### config.mk
export PLATFORM = sky130hd
export DESIGN_NAME = ram_bus_arbiter
export DESIGN_NICKNAME = d
export VERILOG_FILES = /design/src/rtl/ram_arb_pkg.sv /design/src/rtl/ram_bus_arbiter.sv
export VERILOG_INCLUDE_DIRS = /design/src /design/src/rtl
export SDC_FILE = /design/constraint.sdc
export NUM_CORES = 1
export LEC_CHECK = 0
export CORE_AREA = 2 2 110 112
export DETAILED_ROUTE_END_ITERATION = 12
export DIE_AREA = 0 0 112 114
export GPL_TIMING_DRIVEN = 0
export PLACE_DENSITY_LB_ADDON = 0.25
export SLEW_MARGIN = 20
export SYNTH_ARGS = -nofsm -noshare
export SYNTH_HDL_FRONTEND = slang
export SYNTH_SLANG_ARGS = --single-unit
### constraint.sdc
create_clock -name clk_i -period 7.71 [get_ports clk_i]
set_clock_uncertainty 0.05 [all_clocks]
set_input_delay 2.313 -clock clk_i [delete_from_list [all_inputs] [get_ports clk_i]]
set_output_delay 2.313 -clock clk_i [all_outputs]
set_load 0.05 [all_outputs]
### src/rtl/tags.svh
// Wishbone address-tag encodings shared by the core and the RAM path.
// Tag layout is {mode[1:0], lock}. The lock bit marks the first (read) half
// of an atomic pair; the closing write carries the same mode with lock clear.
`ifndef TAGS_SVH
`define TAGS_SVH

localparam logic [1:0] TAG_MODE_PLAIN = 2'b00;
localparam logic [1:0] TAG_MODE_LRSC  = 2'b01;
localparam logic [1:0] TAG_MODE_AMO   = 2'b10;

localparam logic TAG_LOCK   = 1'b1;
localparam logic TAG_UNLOCK = 1'b0;

`endif

### src/rtl/ram_arb_pkg.sv
// ram_arb_pkg: shared types for ram_bus_arbiter.
//   arb_state_t : arbiter FSM states
//   gnt_t       : which master currently owns the RAM port
//   state_grant : maps an FSM state to the owning master
package ram_arb_pkg;

    `include "tags.svh"

    typedef enum logic [1:0] {
        StIdle,
        StGntI,
        StGntD,
        StGntDLocked
    } arb_state_t;

    typedef enum logic [1:0] {
        GNT_NONE,
        GNT_I,
        GNT_D
    } gnt_t;

    function automatic gnt_t state_grant(input arb_state_t st);
        gnt_t g;
        case (st)
            StGntI:       g = GNT_I;
            StGntD:       g = GNT_D;
            StGntDLocked: g = GNT_D;
            default:      g = GNT_NONE;
        endcase
        return g;
    endfunction

endpackage

### src/rtl/ram_bus_arbiter.sv
// ram_bus_arbiter: two-master Wishbone arbiter sharing the single ram_bus port
// between the instruction-fetch master (read-only) and the data master.
//
// Ports:
//   clk_i, rst_i              clock, synchronous active-high reset
//   i_cyc_i/i_stb_i/i_addr_i  fetch master request
//   i_ack_o/i_data_o          fetch master response
//   d_*_i                     data master request (sel, we, addr, addr tag, wdata)
//   d_ack_o/d_data_o          data master response
//   d_data_tag_o              SC failure flag returned from ram_bus
//   ram_*_o                   request forwarded to ram_bus
//   ram_ack_i/ram_data_i/ram_data_tag_i  response from ram_bus
//
// The grant is registered: a request seen in idle drives the RAM port on the
// following cycle. An AMO lock-read pins the grant to the data master until the
// matching unlock-write is acknowledged.
//
// Build option RAM_ARB_FAIRNESS_EN: after MAX_DATA_GRANTS consecutive data
// grants with a fetch waiting, the next contested arbitration goes to fetch.
module ram_bus_arbiter
    import ram_arb_pkg::*;
#(
    parameter int unsigned MAX_DATA_GRANTS = 4
) (
    input  logic        clk_i,
    input  logic        rst_i,

    input  logic        i_cyc_i,
    input  logic        i_stb_i,
    input  logic [31:0] i_addr_i,
    output logic        i_ack_o,
    output logic [31:0] i_data_o,

    input  logic        d_cyc_i,
    input  logic        d_stb_i,
    input  logic [3:0]  d_sel_i,
    input  logic        d_we_i,
    input  logic [31:0] d_addr_i,
    input  logic [2:0]  d_addr_tag_i,
    input  logic [31:0] d_data_i,
    output logic        d_ack_o,
    output logic [31:0] d_data_o,
    output logic        d_data_tag_o,

    output logic        ram_cyc_o,
    output logic        ram_stb_o,
    output logic        ram_we_o,
    output logic [3:0]  ram_sel_o,
    output logic [31:0] ram_addr_o,
    output logic [2:0]  ram_addr_tag_o,
    output logic [31:0] ram_data_o,
    input  logic        ram_ack_i,
    input  logic [31:0] ram_data_i,
    input  logic        ram_data_tag_i
);

    arb_state_t state, state_next;
    gnt_t       grant;

    logic d_req, i_req;
    logic lock_hit, unlock_hit;
    logic fetch_turn;

    assign d_req = d_cyc_i & d_stb_i;
    assign i_req = i_cyc_i & i_stb_i;

    // Only AMO tags hold the bus; LR/SC reservations are tracked by ram_bus itself.
    assign lock_hit   = ram_ack_i & ~d_we_i &
                        (d_addr_tag_i == {TAG_MODE_AMO, TAG_LOCK});
    assign unlock_hit = ram_ack_i &  d_we_i &
                        (d_addr_tag_i == {TAG_MODE_AMO, TAG_UNLOCK});

`ifdef RAM_ARB_FAIRNESS_EN
    logic [3:0] fair_cnt, fair_cnt_next;

    assign fetch_turn = (fair_cnt == MAX_DATA_GRANTS[3:0]);

    always_comb begin
        fair_cnt_next = fair_cnt;
        if (state == StIdle) begin
            if (state_next == StGntI) begin
                fair_cnt_next = 4'd0;
            end else if (state_next == StGntD && i_req && fair_cnt != 4'hf) begin
                fair_cnt_next = fair_cnt + 4'd1;
            end
        end
    end

    always_ff @(posedge clk_i) begin
        if (rst_i) begin
            fair_cnt <= 4'd0;
        end else begin
            fair_cnt <= fair_cnt_next;
        end
    end
`else
    logic unused_max_data_grants;

    assign fetch_turn             = 1'b0;
    assign unused_max_data_grants = MAX_DATA_GRANTS[0];
`endif

    always_comb begin
        state_next = state;
        case (state)
            StIdle: begin
                if (d_req && !(i_req && fetch_turn)) begin
                    state_next = StGntD;
                end else if (i_req) begin
                    state_next = StGntI;
                end
            end
            StGntI: begin
                if (!i_cyc_i) state_next = StIdle;
            end
            StGntD: begin
                // Lock takes priority so a lock-read ack with cyc dropping still pins the bus.
                if (lock_hit) begin
                    state_next = StGntDLocked;
                end else if (!d_cyc_i) begin
                    state_next = StIdle;
                end
            end
            StGntDLocked: begin
                if (unlock_hit) state_next = StGntD;
            end
            default: state_next = StIdle;
        endcase
    end

    always_ff @(posedge clk_i) begin
        if (rst_i) begin
            state <= StIdle;
        end else begin
            state <= state_next;
        end
    end

    // Masking with rst_i keeps an ack arriving in the reset cycle from reaching a master.
    assign grant = rst_i ? GNT_NONE : state_grant(state);

    always_comb begin
        ram_cyc_o      = 1'b0;
        ram_stb_o      = 1'b0;
        ram_we_o       = 1'b0;
        ram_sel_o      = 4'b0000;
        ram_addr_o     = 32'd0;
        ram_addr_tag_o = 3'b000;
        ram_data_o     = 32'd0;
        i_ack_o        = 1'b0;
        i_data_o       = 32'd0;
        d_ack_o        = 1'b0;
        d_data_o       = 32'd0;
        d_data_tag_o   = 1'b0;
        case (grant)
            GNT_I: begin
                ram_cyc_o  = i_cyc_i;
                ram_stb_o  = i_stb_i;
                ram_sel_o  = 4'b1111;
                ram_addr_o = i_addr_i;
                i_ack_o    = ram_ack_i;
                i_data_o   = ram_data_i;
            end
            GNT_D: begin
                ram_cyc_o      = d_cyc_i;
                ram_stb_o      = d_stb_i;
                ram_we_o       = d_we_i;
                ram_sel_o      = d_sel_i;
                ram_addr_o     = d_addr_i;
                ram_addr_tag_o = d_addr_tag_i;
                ram_data_o     = d_data_i;
                d_ack_o        = ram_ack_i;
                d_data_o       = ram_data_i;
                d_data_tag_o   = ram_data_tag_i;
            end
            default: ;
        endcase
    end

endmodule

==> results of run 1 <==
## cells in the final DEF, fill, tap and decap left out, types with 3 or more instances in the layout
master | netlist | routed
nor2_1 | 40 | 40
a21oi_1 | 6 | 6
and2_1 | 103 | 103
clkbuf_1 | 20 | 16
clkbuf_16 | 0 | 3
clkbuf_2 | 0 | 4
dlymetal6s2s_1 | 0 | 12
buf_2 | 4 | 4
a22oi_1 | 34 | 34
clkdlybuf4s50_1 | 0 | 272
## cells in the mapped netlist
cell type / number
and3b_2: 1
a31oi_1: 1
mux2i_1: 1
inv_1: 2
ha_1: 2
or3_2: 1
or2b_1: 1
a21oi_2: 1
nand3b_1: 2
buf_4: 1
a311oi_2: 1
a211oi_2: 1
a21o_2: 1
nand2b_1: 1
a221o_1: 1
nor2_1: 40
a22oi_1: 34
buf_2: 4
nor2b_1: 1
dfxtp_1: 2
nand2_1: 1
a21oi_1: 6
and2_1: 103
a32oi_1: 1
clkbuf_1: 20
## what timing repair did
action | 4_1_cts | 5_1_grt
buffers inserted | 0 | 0
hold endpoints to repair | 0 | 0
gates cloned | 0 | 0
gates resized for setup | 2 | 16
endpoints found under the setup margin | 3 | 29
## kinds of logic (layout without fill, tap and decap cells)
group,after synthesis,count (layout),synth area share [%]
multiplexers,1,1,0.719
AND/OR/NAND/NOR,151,151,61.2
AO/OA/AOI/OAI,47,47,25.5
buffers and inverters,27,314,7.91
adder cells (fa/ha/maj),2,2,1.80
flip-flops,2,2,2.88
## per-stage QoR
| stage | cells | worst slack, ps | hold slack (ps) | power (mW) | setup TNS (ps) |
|---|---|---|---|---|---|
| 6_report | 664 | 270 | 640 | 0.866 | 0 |
| 5_1_grt | 664 | 3.71 | 682 | 0.916 | 0 |
| 4_1_cts | 664 | 87.1 | 637 | 0.876 | 0 |
| 3_5_place_dp | 661 | -23.9 | 631 | 0.793 | -52.8 |
| 3_3_place_gp | 661 | -64.5 | 625 | 0.789 | -383 |
| 2_1_floorplan | 230 | 1290 | 569 | 0.497 | 0 |
## path summary, 6_finish.rpt
kind              endpoint  slack [ps]  cells after the start
max          ram_addr_o[2]         270                      9
min               state[0]         640                      2
max reg2reg       state[0]        6330                      4
min reg2reg       state[0]         640                      2
## tightest hold or removal path: cells and delay by family (launching register included)
family,cells,cell delay [ps]
DFF,1,370
muxes,1,60
and+or+nand+nor,1,200
## per-layer routing
layer	vias up	track usage, %	share of wire (%)
met3	6	2.92	7.6
met5	-	0	0
li1	1339	-	-
met4	0	1.87	0.63
met2	134	28.7	54
met1	1180	16.2	37
## layout make-up
| cell class | instances | area, µm² | share of cell area, % |
|---|---|---|---|
| tap | 147 | 184 | 4.06 |
| sequential | 2 | 40.0 | 0.884 |
| multi-input combinational | 201 | 1240 | 27.4 |
| inverter | 2 | 7.51 | 0.166 |
| timing repair buffer | 284 | 2870 | 63.4 |
| clock buffer | 3 | 75.1 | 1.66 |
| buffer | 25 | 108 | 2.38 |
## power by group
group,switching (mW),internal (mW),total (mW)
Clock,0.0127,0.0661,0.0788
Combinational,0.483,0.282,0.765
Sequential,0.00629,0.0155,0.0218
==> metrics.txt, run 1 <==
status finished clean; drt wl/cell 15.0 µm; Syn Nets 376; n_diodes 0; Yosys cell types 25; Largest register FFs 2; DRT Pass-1 Iters 4; setup violators final 0; number of DRC markers in iteration 0 68; Core Box Area 11700 µm²; vias per cell 4.00; Yosys top cell area share 46.3%; Yosys reg bits 2; critical path fanouts, max 10; worst hold path type flop to flop; antenna violations before repair 0; IO Pins 285; Row Count 40; minimum clock period 7440 ps; Critical Path RT 5350 ps; Hold Path Origin state[0]; Most flops, register state; final period utilization 96.5%; RSZ-0062 raised after global routing false; H-tree depth 1; Area contributors post-synth and2_1, a22oi_1, nor2_1, clkbuf_1, dfxtp_1; CP top delay family buffers and inverters; Max transition margin 63.2%; CP Launch Point rst_i; Warnings, synthesis 0; hold buffer count at CTS 0; vias in the first global route 2733; Starting Density 11.9%; CTS Buffer Depth 2; DRC viols 0; Worst path max stage delay 830 ps; DP HPWL 8.55 mm; fin. max-slew vios 0; Synth Instances 230; Mean Syn Cell Area 6.05 µm²; Arrival @ worst endpoint 5080 ps; Reg clk slew, reported paths 30 ps; die span in x 112 µm; total grt overflow 0; sequential area share after synthesis 2.88%; Sink Count 2; CP cell instances clkdlybuf4s50_1 > or2b_1 > nor2_1 > ha_1 > clkbuf_1 > clkbuf_2 > a22oi_1 > nor2_1 > clkdlybuf4s50_1; crit path buf inv count 4; Root Buffer clkbuf_16; Fin. Hold Viols 0; Leakage Power 1.83 nW; fraction of layout cells with a size suffix above 1 3.48%; CP endpoint kind output pin; Critical Path Start Type input pin; Top Registers state x2; Max Fclk 0.134 GHz; die area 12800 µm²; Final ANT Viol Nets 0; Post-Synthesis Cell Area 1390 µm²; GRT Util Overall 14.4%; Crit Path Category input pin to output pin; Slowest-stage cell, CP clkdlybuf4s50_1; Area after DPL 4420 µm²; WL final 9.98 mm; PortBufs 284; CTS tree yes; GPL Wtd Cong 0.767; via count 2659; max-cap viol count 0; post-route cell area 4530 µm²; Die Y 114 µm; final core utilization 38.7%; area leader, netlist and2_1; global-route wire length before repair 15.0 mm; Reg2Reg Launch Point state[0]; Pwr Density 191 nW/µm²; CTS Buf Count 3; Fill cells 1224; nets 665; worst vdd ir 0.0000992 V; Skew-Pair Late Insertion Delay 220 ps; Slew @ Worst Pin 550 ps; Area Overhead vs Synth 225%; largest net degree at the start of global routing 11
Note: power is estimated with default switching activity, not from simulation.
==> inputs of run 2 (changes only) <==
Settings changed: PLACE_DENSITY set to 0.56, PLACE_DENSITY_LB_ADDON 0.25 to not set.
==> run 2 against run 1 <==
- cell count fell by 0.15%
- via count grew 0.41%
- wire length grew 1.8%
- clock power fell by 0.6%
- combinational power about the same
- sequential power about the same
- critical path depth is 2 higher
- register-to-register slack is essentially flat
- die area is the same
- worst setup slack got worse by 17 ps
- sequential cell count stayed put
- utilization fell by 0.085 points
==> metrics.txt, run 2 (same netlist as run 1, synthesis figures left out) <==
CTS Buf Count 3 (unchanged); nets 664 (-0.15%); worst vdd ir 0.0000876 V (-12%); Row Count 40 (unchanged); Reg2Reg Launch Point state[0]; final period utilization 96.7% (+0.22 points); Slew @ Worst Pin 554 ps (+4.11 ps); GPL Wtd Cong 0.825 (+7.7%); Logic pwr share 88.4% (about the same); number of DRC markers in iteration 0 74 (+8.8%); CTS Buffer Depth 2 (unchanged); Core Box Area 11700 µm² (unchanged); die area 12800 µm² (unchanged); pre-CTS WS -153 ps (-129 ps); H-tree depth 1 (unchanged); Fin. Hold Viols 0 (unchanged); sequential cell area 40.0 µm² (unchanged); Fill cells 1205 (-1.6%); IO Pins 285 (unchanged); Crit Path Category input pin to output pin; fin. max-slew vios 0 (unchanged); multi-input combinational cell area 1240 µm² (unchanged); Final WS setup 253 ps (-17.2 ps); Sink Count 2 (unchanged); Pwr Density 191 nW/µm² (+0.17%); sequential share of power 2.5% (about the same); die span in x 112 µm (unchanged); Top Registers state x2; WL final 10.2 mm (+1.8%); Root Buffer clkbuf_16; global-route wire length before repair 14.8 mm (-1.2%); DP HPWL 8.60 mm (+0.50%); CP endpoint kind output pin; CTS tree yes; Critical Path Start Type input pin; minimum clock period 7460 ps (+17.2 ps); switching power 0.500 mW (-0.26%); Area Overhead vs Synth 225%; Post-CTS Setup Inserts 0 (unchanged); final std cells w/o fill 663 (-0.15%); Starting Density 11.9% (unchanged); critical path fanouts, max 10 (unchanged); antenna violations before repair 0 (unchanged); n_diodes 0 (unchanged); worst r2r path cells 4 (unchanged); Arrival @ worst endpoint 5090 ps (about the same); Net Sw Frac 57.9% (-0.12 points); Max transition margin 63.0% (-0.27 points); setup total negative slack 0 ps (unchanged); max-cap viol count 0 (unchanged); hold buffer count at CTS 0 (unchanged); worst hold margin 629 ps (-11.1 ps); Max Fclk 0.134 GHz (-0.23%); largest net degree at the start of global routing 11 (unchanged); commonest non-fill, non-tap cell in the layout clkdlybuf4s50_1; drt wl/cell 15.3 µm (+2.0%); DRT Pass-1 Iters 4 (unchanged); fraction of layout cells with a size suffix above 1 3.68% (+0.20 points); Skew-Pair Late Insertion Delay 220 ps (about the same); Hold Path Origin state[1]; vias in the first global route 2684 (-1.8%); status finished clean; post-route cell area 4520 µm² (-0.22%); DRC viols 0 (unchanged); flop2flop setup slack 6320 ps (about the same); setup violators final 0 (unchanged); RSZ-0062 raised after global routing false; worst hold path type flop to flop; placed cell count 661 (unchanged); PortBufs 284 (unchanged); hold path depth 3 (+1); Int Power 0.365 mW (+0.23%); Final ANT Viol Nets 0 (unchanged); Die Y 114 µm (unchanged); GRT Util Overall 14.4% (-0.046 points); Most flops, register state; final core utilization 38.6% (-0.085 points); Area after DPL 4420 µm² (unchanged); most frequent cells in the layout clkdlybuf4s50_1, and2_1, nor2_1; total grt overflow 0 (unchanged); Largest register FFs 2 (unchanged); via count 2670 (+0.41%); Reg clk slew, reported paths 30 ps (about the same); FF-to-FF End state[0]; Total Power 0.865 mW (about the same); Min-Delay Endpoint state[1]; vias per cell 4.03 (+0.57%); Critical Path RT 5350 ps (about the same); clock share of power 9.1% (about the same); Leakage Power 1.77 nW (-2.9%)
[run 2: cell type report]
class / instances / share of cell area (%)
Clock buffer: 3 / 1.66
Tap cell: 147 / 4.07
Timing Repair Buffer: 284 / 63.4
Sequential cell: 2 / 0.886
Buffer: 24 / 2.33
Inverter: 2 / 0.166
Multi-Input combinational cell: 201 / 27.5
[run 2: metal layers]
metal / wire length, µm / track usage [%]
met1: 3950 / 16.3
met2: 5160 / 27.2
met3: 928 / 4.04
met4: 125 / 2.60
met5: 0 / 0
[run 2: worst max-delay path: stages]
cell	delay [ps]
clkdlybuf4s50_1	530
or2b_1	140
nor2_1	60
inv_1	50
ha_1	120
buf_2	230
buf_2	270
buf_2	280
a22oi_1	120
nor2_1	120
clkdlybuf4s50_1	840
[run 2: power by group through the flow]
stage | logic (mW) | clock network [mW] | registers (mW)
after floorplan | 0.477 | 0 | 0.0200
after global placement | 0.766 | 0 | 0.0212
after detailed placement | 0.770 | 0 | 0.0216
after CTS | 0.773 | 0.0802 | 0.0216
after global routing | 0.811 | 0.0808 | 0.0227
final | 0.765 | 0.0783 | 0.0216
[run 2: timing repair]
action / in CTS / in global routing
resized for setup: 2 / 15
setup endpoints to repair: 13 / 34
endpoints found under the hold margin: 0 / 0
[run 2: worst max-delay path by stage]
stage / from / end / slack [ps]
finish: rst_i / ram_addr_o[4] / 250
global route: rst_i / ram_addr_o[4] / 20
CTS: rst_i / ram_stb_o / 60
detailed placement: rst_i / ram_addr_o[0] / -150
global placement: rst_i / ram_addr_o[29] / -140
floorplan: rst_i / ram_addr_o[13] / 1290
